<file path="config.mk">
export PLATFORM = sky130hd
export DESIGN_NAME = tl_inflight_tracker_flat
export DESIGN_NICKNAME = d
export VERILOG_FILES = /design/src/rtl/tl_inflight_tracker_pkg.sv /design/src/rtl/tl_inflight_tracker_if.sv /design/src/rtl/tl_beat_counter.sv /design/src/rtl/tl_inflight_tracker.sv /design/src/flat_wrapper.sv
export SDC_FILE = /design/constraint.sdc
export NUM_CORES = 1
export LEC_CHECK = 0
export BUFFER_PORTS_ARGS = -buffer_cell sky130_fd_sc_hd__buf_2
export CAP_MARGIN = 40
export CELL_PAD_IN_SITES_DETAIL_PLACEMENT = 1
export CELL_PAD_IN_SITES_GLOBAL_PLACEMENT = 1
export CORE_MARGIN = 2
export CORE_UTILIZATION = 37
export DETAILED_ROUTE_END_ITERATION = 8
export GPL_ROUTABILITY_DRIVEN = 0
export GPL_TIMING_DRIVEN = 0
export PLACE_DENSITY_LB_ADDON = 0.12
export SYNTH_ARGS = -nofsm -noshare
export SYNTH_HDL_FRONTEND = slang
export SYNTH_SLANG_ARGS = --single-unit
export TNS_END_PERCENT = 5
</file>
<file path="constraint.sdc">
create_clock -name clock -period 5.45 [get_ports clock]
set_input_delay 1.09 -clock clock [delete_from_list [all_inputs] [get_ports clock]]
set_output_delay 1.09 -clock clock [all_outputs]
set_load 0.02 [all_outputs]
</file>
<file path="src/rtl/tl_inflight_tracker_pkg.sv">
// Shared constants, types and helpers for the TileLink in-flight tracker.
package tl_tracker_pkg;

  localparam int NUM_SOURCES = 8;

  // A-channel opcodes
  localparam logic [2:0] PUT_FULL    = 3'd0;
  localparam logic [2:0] PUT_PARTIAL = 3'd1;
  localparam logic [2:0] GET         = 3'd4;
  // D-channel opcodes
  localparam logic [2:0] ACK         = 3'd0;
  localparam logic [2:0] ACK_DATA    = 3'd1;

  // Sticky error flags, kept together so they can be OR-ed and cleared as a unit.
  typedef struct packed {
    logic dup;
    logic no_req;
    logic mismatch;
    logic timeout;
  } err_flags_t;

  // Beats in a message of 2^size bytes on a link of 2^beat_log2 bytes per beat.
  // Clamped at 8 beats so a 3-bit beat counter always covers the message.
  function automatic logic [3:0] beats_from_size(input logic [2:0] size, input int beat_log2);
    int sz;
    int sh;
    sz = int'(size);
    if (sz <= beat_log2) return 4'd1;
    sh = sz - beat_log2;
    if (sh >= 3) return 4'd8;
    return 4'd1 << sh;
  endfunction

endpackage

</file>
<file path="src/rtl/tl_inflight_tracker_if.sv">
// A/D channel signals observed by the tracker. The master side drives the
// bus; the tracker only ever connects through the slave (all-input) modport.
interface tl_inflight_tracker_if;
  logic        a_valid;
  logic        a_ready;
  logic [2:0]  a_opcode;
  logic [2:0]  a_size;
  logic [2:0]  a_source;
  logic [31:0] a_address;
  logic        d_valid;
  logic        d_ready;
  logic [2:0]  d_opcode;
  logic [2:0]  d_size;
  logic [2:0]  d_source;

  modport master (
    output a_valid, a_ready, a_opcode, a_size, a_source, a_address,
    output d_valid, d_ready, d_opcode, d_size, d_source
  );

  modport slave (
    input a_valid, a_ready, a_opcode, a_size, a_source, a_address,
    input d_valid, d_ready, d_opcode, d_size, d_source
  );
endinterface

</file>
<file path="src/rtl/tl_beat_counter.sv">
// Per-channel beat counter: flags the first and last beat of the message
// currently on the channel. Only data-bearing multi-beat messages advance it.
module tl_beat_counter
  import tl_tracker_pkg::*;
#(
  parameter int BEAT_BYTES_LOG2 = 3
) (
  input  logic       clock,
  input  logic       reset,
  input  logic       fire,
  input  logic [2:0] size,
  input  logic       has_data,
  output logic       first,
  output logic       last
);

  logic [2:0] cnt;
  logic [3:0] beats;
  logic [2:0] last_idx;
  logic       multi;

  assign beats    = beats_from_size(size, BEAT_BYTES_LOG2);
  assign last_idx = 3'(beats - 4'd1);
  assign multi    = has_data && (beats != 4'd1);
  assign first    = (cnt == 3'd0);
  assign last     = !multi || (cnt == last_idx);

  // Advance on each multi-beat data fire, wrapping to 0 after the last beat.
  always_ff @(posedge clock) begin
    if (reset) cnt <= 3'd0;
    else if (fire && multi) cnt <= last ? 3'd0 : cnt + 3'd1;
  end

endmodule

</file>
<file path="src/rtl/tl_inflight_tracker.sv">
// TileLink in-flight request tracker. Passively watches A/D fires, keeps a
// pending bit per source and raises sticky protocol error flags.
// Optional feature: define TL_INFLIGHT_TIMEOUT_EN to build the idle timeout.
module tl_inflight_tracker
  import tl_tracker_pkg::*;
#(
  parameter int TIMEOUT_CYCLES  = 1024,
  parameter int BEAT_BYTES_LOG2 = 3
) (
  input  logic                  clock,
  input  logic                  reset,
  tl_inflight_tracker_if.slave  bus,
  input  logic                  err_clear,
  output logic [3:0]            inflight_count,
  output logic                  busy,
  output logic                  err_dup_source,
  output logic                  err_no_request,
  output logic                  err_mismatch,
  output logic                  err_timeout,
  output logic [2:0]            err_source
);

  logic a_fire, d_fire;
  logic a_has_data, d_has_data;
  logic a_first, a_last, d_first, d_last;
  logic a_first_evt, d_first_evt, d_last_evt;

  logic [NUM_SOURCES-1:0]      pending, pending_nxt;
  logic [NUM_SOURCES-1:0]      exp_op;
  logic [NUM_SOURCES-1:0][2:0] exp_size;
  logic [3:0]                  count_nxt;
  logic [2:0]                  exp_d_opcode;
  logic [2:0]                  low_src;
  logic [2:0]                  err_src_nxt;
  logic                        timeout_hit;
  err_flags_t                  flags, new_err;

  // Address plays no part in source tracking.
  logic unused_addr;
  assign unused_addr = ^bus.a_address;

  assign a_fire     = bus.a_valid & bus.a_ready;
  assign d_fire     = bus.d_valid & bus.d_ready;
  assign a_has_data = (bus.a_opcode == PUT_FULL) || (bus.a_opcode == PUT_PARTIAL);
  assign d_has_data = (bus.d_opcode == ACK_DATA);

  tl_beat_counter #(.BEAT_BYTES_LOG2(BEAT_BYTES_LOG2)) u_a_beats (
    .clock    (clock),
    .reset    (reset),
    .fire     (a_fire),
    .size     (bus.a_size),
    .has_data (a_has_data),
    .first    (a_first),
    .last     (a_last)
  );

  tl_beat_counter #(.BEAT_BYTES_LOG2(BEAT_BYTES_LOG2)) u_d_beats (
    .clock    (clock),
    .reset    (reset),
    .fire     (d_fire),
    .size     (bus.d_size),
    .has_data (d_has_data),
    .first    (d_first),
    .last     (d_last)
  );

  // The A last-beat flag is not needed: a request is pending from its first beat.
  logic unused_a_last;
  assign unused_a_last = a_last;

  assign a_first_evt  = a_fire & a_first;
  assign d_first_evt  = d_fire & d_first;
  assign d_last_evt   = d_fire & d_last;
  assign exp_d_opcode = exp_op[bus.d_source] ? ACK_DATA : ACK;

`ifdef TL_INFLIGHT_TIMEOUT_EN
  logic [15:0] to_cnt, to_nxt;

  // Idle-with-work counter: runs while busy without D progress, saturates at the limit.
  always_comb begin
    to_nxt = '0;
    if (busy && !d_fire)
      to_nxt = (to_cnt == 16'(TIMEOUT_CYCLES)) ? to_cnt : to_cnt + 16'd1;
  end

  assign timeout_hit = (to_nxt == 16'(TIMEOUT_CYCLES));

  // Timeout counter register.
  always_ff @(posedge clock) begin
    if (reset) to_cnt <= '0;
    else       to_cnt <= to_nxt;
  end
`else
  logic unused_timeout_cfg;
  assign unused_timeout_cfg = ^16'(TIMEOUT_CYCLES);
  assign timeout_hit = 1'b0;
`endif

  // Next pending state, new error events and the source to capture for them.
  always_comb begin
    pending_nxt = pending;
    // Clear before set so a same-cycle reuse of a source keeps the new request.
    if (d_last_evt) pending_nxt[bus.d_source] = 1'b0;
    if (a_first_evt) pending_nxt[bus.a_source] = 1'b1;

    count_nxt = '0;
    for (int i = 0; i < NUM_SOURCES; i++) count_nxt += {3'd0, pending_nxt[i]};

    new_err          = '0;
    new_err.dup      = a_first_evt && pending[bus.a_source] &&
                       !(d_last_evt && (bus.d_source == bus.a_source));
    new_err.no_req   = d_first_evt && !pending[bus.d_source];
    new_err.mismatch = d_first_evt && pending[bus.d_source] &&
                       ((bus.d_opcode != exp_d_opcode) ||
                        (bus.d_size != exp_size[bus.d_source]));
    new_err.timeout  = timeout_hit;

    // A timeout is blamed on the lowest-numbered outstanding source.
    low_src = '0;
    for (int i = NUM_SOURCES - 1; i >= 0; i--)
      if (pending[i]) low_src = 3'(i);

    // D-side errors win over A-side, which win over the timeout.
    if (new_err.no_req || new_err.mismatch) err_src_nxt = bus.d_source;
    else if (new_err.dup)                    err_src_nxt = bus.a_source;
    else                                     err_src_nxt = low_src;
  end

  // Pending bits, expected-response bookkeeping and the registered count.
  always_ff @(posedge clock) begin
    if (reset) begin
      pending        <= '0;
      exp_op         <= '0;
      exp_size       <= '0;
      inflight_count <= '0;
    end else begin
      pending        <= pending_nxt;
      inflight_count <= count_nxt;
      if (a_first_evt) begin
        exp_op[bus.a_source]   <= (bus.a_opcode == GET);
        exp_size[bus.a_source] <= bus.a_size;
      end
    end
  end

  // Sticky error flags; err_source holds the first error since the last clear.
  always_ff @(posedge clock) begin
    if (reset) begin
      flags      <= '0;
      err_source <= '0;
    end else if (err_clear) begin
      // A new error in the clear cycle survives the clear.
      flags      <= new_err;
      err_source <= (|new_err) ? err_src_nxt : 3'd0;
    end else begin
      flags <= flags | new_err;
      if (!(|flags) && (|new_err)) err_source <= err_src_nxt;
    end
  end

  assign busy           = (inflight_count != 4'd0);
  assign err_dup_source = flags.dup;
  assign err_no_request = flags.no_req;
  assign err_mismatch   = flags.mismatch;
  assign err_timeout    = flags.timeout;

endmodule

</file>
<file path="src/flat_wrapper.sv">
// flat-port wrapper written by rule: the top's interface ports become plain ports
module tl_inflight_tracker_flat import tl_tracker_pkg::*;
#(
  parameter int TIMEOUT_CYCLES  = 1024,
  parameter int BEAT_BYTES_LOG2 = 3
)
  (clock, reset, err_clear, inflight_count, busy, err_dup_source, err_no_request, err_mismatch, err_timeout, err_source, bus_a_valid, bus_a_ready, bus_a_opcode, bus_a_size, bus_a_source, bus_a_address, bus_d_valid, bus_d_ready, bus_d_opcode, bus_d_size, bus_d_source);
  tl_inflight_tracker_if bus_i ();
  input  logic clock;
  input  logic reset;
  input  logic err_clear;
  output logic [3:0] inflight_count;
  output logic busy;
  output logic err_dup_source;
  output logic err_no_request;
  output logic err_mismatch;
  output logic err_timeout;
  output logic [2:0] err_source;
  input wire logic [$bits(bus_i.a_valid)-1:0] bus_a_valid;
  input wire logic [$bits(bus_i.a_ready)-1:0] bus_a_ready;
  input wire logic [$bits(bus_i.a_opcode)-1:0] bus_a_opcode;
  input wire logic [$bits(bus_i.a_size)-1:0] bus_a_size;
  input wire logic [$bits(bus_i.a_source)-1:0] bus_a_source;
  input wire logic [$bits(bus_i.a_address)-1:0] bus_a_address;
  input wire logic [$bits(bus_i.d_valid)-1:0] bus_d_valid;
  input wire logic [$bits(bus_i.d_ready)-1:0] bus_d_ready;
  input wire logic [$bits(bus_i.d_opcode)-1:0] bus_d_opcode;
  input wire logic [$bits(bus_i.d_size)-1:0] bus_d_size;
  input wire logic [$bits(bus_i.d_source)-1:0] bus_d_source;
  assign bus_i.a_valid = bus_a_valid;
  assign bus_i.a_ready = bus_a_ready;
  assign bus_i.a_opcode = bus_a_opcode;
  assign bus_i.a_size = bus_a_size;
  assign bus_i.a_source = bus_a_source;
  assign bus_i.a_address = bus_a_address;
  assign bus_i.d_valid = bus_d_valid;
  assign bus_i.d_ready = bus_d_ready;
  assign bus_i.d_opcode = bus_d_opcode;
  assign bus_i.d_size = bus_d_size;
  assign bus_i.d_source = bus_d_source;
  tl_inflight_tracker #(.TIMEOUT_CYCLES(TIMEOUT_CYCLES), .BEAT_BYTES_LOG2(BEAT_BYTES_LOG2)) u_core (.clock(clock), .reset(reset), .bus(bus_i), .err_clear(err_clear), .inflight_count(inflight_count), .busy(busy), .err_dup_source(err_dup_source), .err_no_request(err_no_request), .err_mismatch(err_mismatch), .err_timeout(err_timeout), .err_source(err_source));
endmodule
</file>
==> impl_metrics.py, run 1 <==
metrics = {
    "worst_setup_path": {
        "critPathArrivalTime_ps": 5570,
        "crit_path_max_incr_delay_ps": 590,
        "critPathTopFamily": "adder cells",
        "reg2reg_to": "u_core.inflight_count[1]",
        "path_class": "in -> reg",
        "cp_data_required_time_ps": 5700,
        "startpoint_type": "input pin",
        "r2r-start": "u_core.u_a_beats.cnt[0]",
        "critPathMaxFanout": 5,
        "cp_num_buf_inv": 4,
        "reg2reg_slack_ps": 900,
        "crit_chain": "buf_6, ha_4, ha_4, nor2b_4, nand4_1, ha_4, xor2_4, xnor2_2, a31o_2, or3b_4, o31ai_4, nand2b_1, ha_1, inv_1, fa_1, fa_1, inv_2, fa_2, inv_2, fa_1, nor2_1",
        "slowest_stage": "fa_1",
        "worst_setup_path_end_kind": "register",
        "r2r_cells": 17,
        "startpoint": "bus_d_size[0]",
    },
    "sta": {
        "whs_ps": 477,
        "report.final.slew_viol_count": 0,
        "hold_violations": 0,
        "fmax_mhz": 188,
        "tns_ps": 0,
        "fin_crit_sh_pct": 97.5,
        "setup_viol": 0,
        "skew_ps": 8.08,
        "worst_slew_pin_slew_ps": 702,
        "period_needed_ps": 5310,
        "relSlewSlack_pct": 53.0,
    },
    "cells_and_area": {
        "drive_gt1_share_pct": 19.5,
        "diodes": 0,
        "final_nets": 492,
        "syn2layout_area_growth_pct": 17.0,
        "final_area_um2": 3870,
    },
    "synthesis": {
        "syn-mean-instance-area_um2": 8.98,
        "syn_nets": 445,
        "yosysWarnings": 0,
        "dominantRegCellSynth": "dfxtp_1",
        "syn_inst": 368,
        "synth-seq-cells": 56,
        "synth-seq-area-share_pct": 33.9,
        "synthesis.area_um2": 3310,
        "ys_types": 54,
        "synthArstFlopShare_pct": 0,
        "synth_edf_count": 0,
    },
    "global_route": {
        "antenna_found_initial": 0,
        "grt_max_degree": 19,
        "grt_pass1_wl_mm": 14.6,
        "grt_overflow": 0,
        "grt_pass1_vias": 2916,
        "grt_usage_pct": 18.9,
    },
    "route": {
        "dr.pass1.iters": 4,
        "ant_nets": 0,
        "wl_per_cell_um": 17.3,
        "wirelength_mm": 9.06,
        "drt-initial-drc-count": 62,
        "vias": 2808,
        "post_drt_via_cell_ratio": 5.36,
        "drc": 0,
    },
    "min_path": {
        "min_from": "u_core.exp_size[4]",
        "min_to": "u_core.exp_size[4]",
        "hp-class": "reg -> reg",
        "min_path_cells": 2,
    },
    "clock_network": {
        "clk_path_buf_depth": 2,
        "cts.clk_slew.worst_paths_ps": 110,
        "root_buffer": "clkbuf_8",
        "cts_tree": "done",
        "clock_latency_ps": 320,
        "cts_buffers": 5,
        "ctsHtreeMaxLevel": 2,
        "cts_sinks": 56,
        "cts-hold-fix-buffers": 0,
    },
    "pwr": {
        "p_total_mw": 0.810,
        "pwr_density_cell_nw_per_um2": 209,
        "power_leakage_nw": 1.63,
        "ir_drop_mv": 0.0915,
    },
    "outcome": {
        "status": "complete, no violations",
    },
    "place": {
        "portBuffers": 31,
        "dpl.hpwl_mm": 6.98,
        "placed_area_um2": 3630,
    },
    "floorplan": {
        "core_um2": 8680,
        "pin_count": 69,
        "die_w_um": 98.5,
        "rows": 34,
        "initial_core_util_pct": 38.1,
        "die_y_um": 98.5,
        "die_area_um2": 9710,
    },
    "flow_run": {
        "cap_violations": 0,
    },
}
-- logic make-up (layout without fill, tap and decap cells) --
logic type | Yosys count | after routing | share of synthesized area [%]
adder cells (fa/ha/maj) | 20 | 20 | 8.48
buffers and inverters | 36 | 84 | 5.00
AO/OA/AOI/OAI | 48 | 48 | 10.0
XOR/XNOR | 16 | 16 | 4.24
AND/OR/NAND/NOR | 142 | 142 | 21.6
flip-flops | 56 | 56 | 33.9
other | 1 | 1 | 0.113
multiplexers | 49 | 49 | 16.7
-- repair_timing --
action	4_1_cts	5_1_grt
pin swaps	5	12
resized for setup	3	16
endpoints found under the setup margin	2	3
buffers inserted	4	3
-- per-layer routing --
metal / part of all wire [%] / global-route usage (%) / wire length (um)
met4: 2.8 / 6.85 / 253
met5: 0 / 0 / 0
met2: 49 / 33.6 / 4410
met1: 45 / 23.6 / 4080
met3: 3.5 / 2.27 / 315
-- state kept, by name (all words and copies together), names as in the netlist --
signal / cells
u_core.err_mismatch: 1
u_core.exp_size: 24
u_core.u_d_beats.cnt: 3
u_core.err_no_request: 1
u_core.err_source: 3
u_core.u_a_beats.cnt: 3
u_core.pending: 8
u_core.inflight_count: 4
u_core.err_dup_source: 1
u_core.exp_op: 8
-- worst max path at each step --
stage,slack [ps],endpoint,depth (start not counted)
after floorplan,50,u_core.inflight_count[1],20
after global placement,-360,u_core.inflight_count[1],21
final,140,u_core.inflight_count[1],21
after detailed placement,-440,u_core.inflight_count[1],21
after global routing,-80,u_core.inflight_count[1],21
after CTS,20,u_core.inflight_count[1],21
-- cell type report --
cell class                      instances  area (um2)
Buffer                                 18        97.6
Clock buffer                            5        68.8
Clock inverter                          3        23.8
Fill cell                            1027        4810
Inverter                               18        67.6
Multi-Input combinational cell        276        2120
Sequential cell                        56        1120
Tap cell                              108         135
Timing Repair Buffer                   40         233
-- worst reg2reg max path, delay by kind of cell, from the launching register on --
family	cells	cell delay, ps
and+or+nand+nor	5	1270
adders and majority gates	6	2170
DFF	1	370
buffers and inverters	6	670
-- power by group --
| part | leakage, nW | internal [mW] | switching [mW] |
|---|---|---|---|
| Sequential | 0.453 | 0.417 | 0.00454 |
| Clock | 0.0404 | 0.0916 | 0.148 |
| Combinational | 1.14 | 0.0617 | 0.0874 |
| Total | 1.63 | 0.570 | 0.240 |
-- cells in the final DEF, fill, tap and decap left out, types with 8 or more instances in the layout --
master and n:
nor2_1 66, dfxtp_1 56, mux2i_1 43, buf_2 33, a21oi_1 20, nand2_1 18, inv_1 16, nor2b_1 14
ha_1 13, clkbuf_1 11, buf_4 10, nand2b_1 8
-- per-stage QoR --
step                      setup WS [ps]  util, %  cells
final                               138     44.6    524
after global routing              -75.3     44.6    524
after CTS                          19.2     43.5    521
after detailed placement           -443     41.8    509
after global placement             -362     41.6    507
after floorplan                    46.9        -    368
-- synthesized netlist by cell type (all sizes together), types with 2 or more instances --
library cell   n  area, um2
mux4           4       97.6
nand2         18       67.6
a22oi          3       22.5
ha            16        200
nor2b         15       93.8
mux2i         43        430
a21oi         21        105
clkbuf        11       41.3
nand4b         3       26.3
a31o           2       17.5
nand3          4       20.0
fa             4       80.1
dfxtp         56       1120
a2111oi        4       41.3
nor2          67        251
or3            3       18.8
nor3b          5       42.5
inv           18       67.6
nand4          3       18.8
buf            7       56.3
nand3b         3       22.5
xnor2          8       70.1
o21ai          4       20.0
a211oi         3       22.5
nor3           5       25.0
nand2b         8       50.1
mux2           2       22.5
xor2           8       70.1
No activity file was read; power rests on OpenSTA's default activity.
==> inputs of run 2 (changes only) <==
==> constraint.sdc (replaced) <==
create_clock -name clock -period 4.7 [get_ports clock]
set_input_delay 0.94 -clock clock [delete_from_list [all_inputs] [get_ports clock]]
set_output_delay 0.94 -clock clock [all_outputs]
set_load 0.02 [all_outputs]
==> run 2 against run 1 <==
The flow now finishes with violations (setup timing); die area is the same; largest power group unchanged; largest cell class unchanged; cell area is essentially flat; via count shrank 0.93%; total power grew 18%.
==> impl_metrics.py, run 2 (same netlist as run 1, synthesis figures left out) <==
metrics = {
    "floorplan": {
        "die_area_um2": 9710,
        "core_um2": 8680,
        "die_w_um": 98.5,
        "initial_core_util_pct": 38.1,
        "pin_count": 69,
        "die_y_um": 98.5,
        "rows": 34,
    },
    "cells_and_area": {
        "layout_common_cells": "nor2_1 (67), dfxtp_1 (56), mux2i_1 (43)",
        "final_area_um2": 3860,
        "top_regs": "u_core.exp_size x24, u_core.exp_op x8, u_core.pending x8",
        "largest-register": "u_core.exp_size",
        "syn2layout_area_growth_pct": 16.9,
        "diodes": 0,
        "drive_gt1_share_pct": 19.2,
        "largest_reg_flops": 24,
        "final_nets": 493,
        "final_common_cell": "nor2_1",
    },
    "worst_setup_path": {
        "cp_data_required_time_ps": 4960,
        "path_class": "in -> reg",
        "startpoint_type": "input pin",
        "reg2reg_to": "u_core.inflight_count[1]",
        "r2r_cells": 15,
        "r2r-start": "u_core.u_d_beats.cnt[2]",
        "reg2reg_slack_ps": 670,
        "critPathArrivalTime_ps": 5360,
        "worst_setup_path_end_kind": "register",
        "critPathMaxFanout": 5,
    },
    "pwr": {
        "pwr_density_cell_nw_per_um2": 246,
        "p_clk_share_pct": 30.4,
        "seqPwrFrac_pct": 51.3,
        "ir_drop_mv": 0.128,
        "power_leakage_nw": 1.64,
        "p_total_mw": 0.952,
        "power_switching_mw": 0.274,
        "p_comb_share_pct": 18.4,
        "swShare_pct": 28.8,
        "power.internal_mw": 0.677,
    },
    "clock_network": {
        "cts_sinks": 56,
        "clock_latency_ps": 320,
        "cts.clk_slew.worst_paths_ps": 110,
        "cts_tree": "done",
        "root_buffer": "clkbuf_8",
        "cts_buffers": 5,
        "clk_path_buf_depth": 2,
        "ctsHtreeMaxLevel": 2,
        "cts-hold-fix-buffers": 0,
    },
    "route": {
        "drt-initial-drc-count": 85,
        "wl_per_cell_um": 17.1,
        "vias": 2782,
        "wirelength_mm": 8.97,
        "ant_nets": 0,
        "drc": 0,
        "post_drt_via_cell_ratio": 5.30,
        "dr.pass1.iters": 5,
    },
    "global_route": {
        "grt_overflow": 0,
        "grt_pass1_wl_mm": 15.0,
        "grt_usage_pct": 19.5,
        "antenna_found_initial": 0,
        "grt_pass1_vias": 2854,
        "grt_max_degree": 17,
    },
    "sta": {
        "whs_ps": 490,
        "tns_ps": -1040,
        "worst_slew_pin_slew_ps": 719,
        "hold_violations": 0,
        "setup_ws_ps": -406,
        "fin_crit_sh_pct": 109,
        "relSlewSlack_pct": 51.9,
        "report.final.slew_viol_count": 0,
        "skew_ps": 7.01,
        "period_needed_ps": 5110,
        "setup_viol": 4,
        "rsz0062_at_grt": "yes",
        "fmax_mhz": 196,
    },
    "min_path": {
        "hp-class": "reg -> reg",
        "min_to": "u_core.exp_size[4]",
        "min_from": "u_core.exp_size[4]",
        "min_path_cells": 2,
    },
    "place": {
        "dpl.hpwl_mm": 6.93,
        "portBuffers": 31,
        "pre_cts_ws_ps": -818,
        "placed_area_um2": 3650,
    },
    "outcome": {
        "violations": "setup timing",
        "status": "finished, violations left",
    },
    "flow_run": {
        "cap_violations": 0,
    },
}
## run 2: cell count changes in the layout (fill, tap and decap cells not counted), sizes merged
cell / change
clkbuf: +2
clkinv: -1
clkinvlp: -1
buf: +1
## run 2: cell type report
| class | count | area [um2] |
|---|---|---|
| Clock buffer | 7 | 86.3 |
| Inverter | 18 | 67.6 |
| Buffer | 18 | 97.6 |
| Tap cell | 108 | 135 |
| Clock inverter | 1 | 7.51 |
| Fill cell | 1025 | 4810 |
| Sequential cell | 56 | 1120 |
| Timing Repair Buffer | 41 | 241 |
| Multi-Input combinational cell | 276 | 2110 |
## run 2: stage by stage
stage | instances | utilization [%]
6_report | 525 | 44.5
5_1_grt | 525 | 44.5
4_1_cts | 525 | 44.2
3_5_place_dp | 509 | 42.1
3_3_place_gp | 507 | 42.0
2_1_floorplan | 368 | -
## run 2: worst max-delay path by stage
stage / start / end / cells past startpoint
after global placement: bus_d_size[0] / u_core.inflight_count[1] / 21
after global routing: bus_d_size[0] / u_core.inflight_count[1] / 21
after floorplan: bus_d_size[0] / u_core.inflight_count[1] / 20
after detailed placement: bus_d_size[0] / u_core.inflight_count[1] / 20
after CTS: bus_d_size[0] / u_core.inflight_count[1] / 21
final: bus_d_size[0] / u_core.inflight_count[1] / 21
## run 2: what timing repair did
action,in CTS,in global routing
setup buffers,8,0
gates cloned,0,0
gates resized for setup,7,4
endpoints found under the setup margin,4,4
pin swaps,3,1
## run 2: per-layer routing
metal,global-route usage (%),vias to the layer above,part of all wire [%]
met5,0,-,0
met4,4.32,0,0.90
met3,2.84,7,3.7
met2,34.1,49,49
met1,25.7,1365,46
li1,-,1361,-
## run 2: worst max-delay path: stages
cell,delay [ps]
buf_8,110
ha_4,160
ha_4,240
nor2_1,90
nand4_1,130
ha_2,230
xor2_4,160
xnor2_2,160
a31o_2,180
or3b_4,410
o31ai_2,220
nand2b_1,100
ha_1,270
inv_1,40
fa_1,460
fa_1,510
inv_1,50
fa_2,350
inv_2,60
fa_1,390
nor2_1,90
## run 2: power groups by stage
stage / Clock [mW] / Combinational [mW] / Sequential, mW
finish: 0.289 / 0.175 / 0.488
global route: 0.319 / 0.195 / 0.489
CTS: 0.298 / 0.173 / 0.488
detailed placement: 0 / 0.161 / 0.499
global placement: 0 / 0.157 / 0.499
floorplan: 0 / 0.104 / 0.503
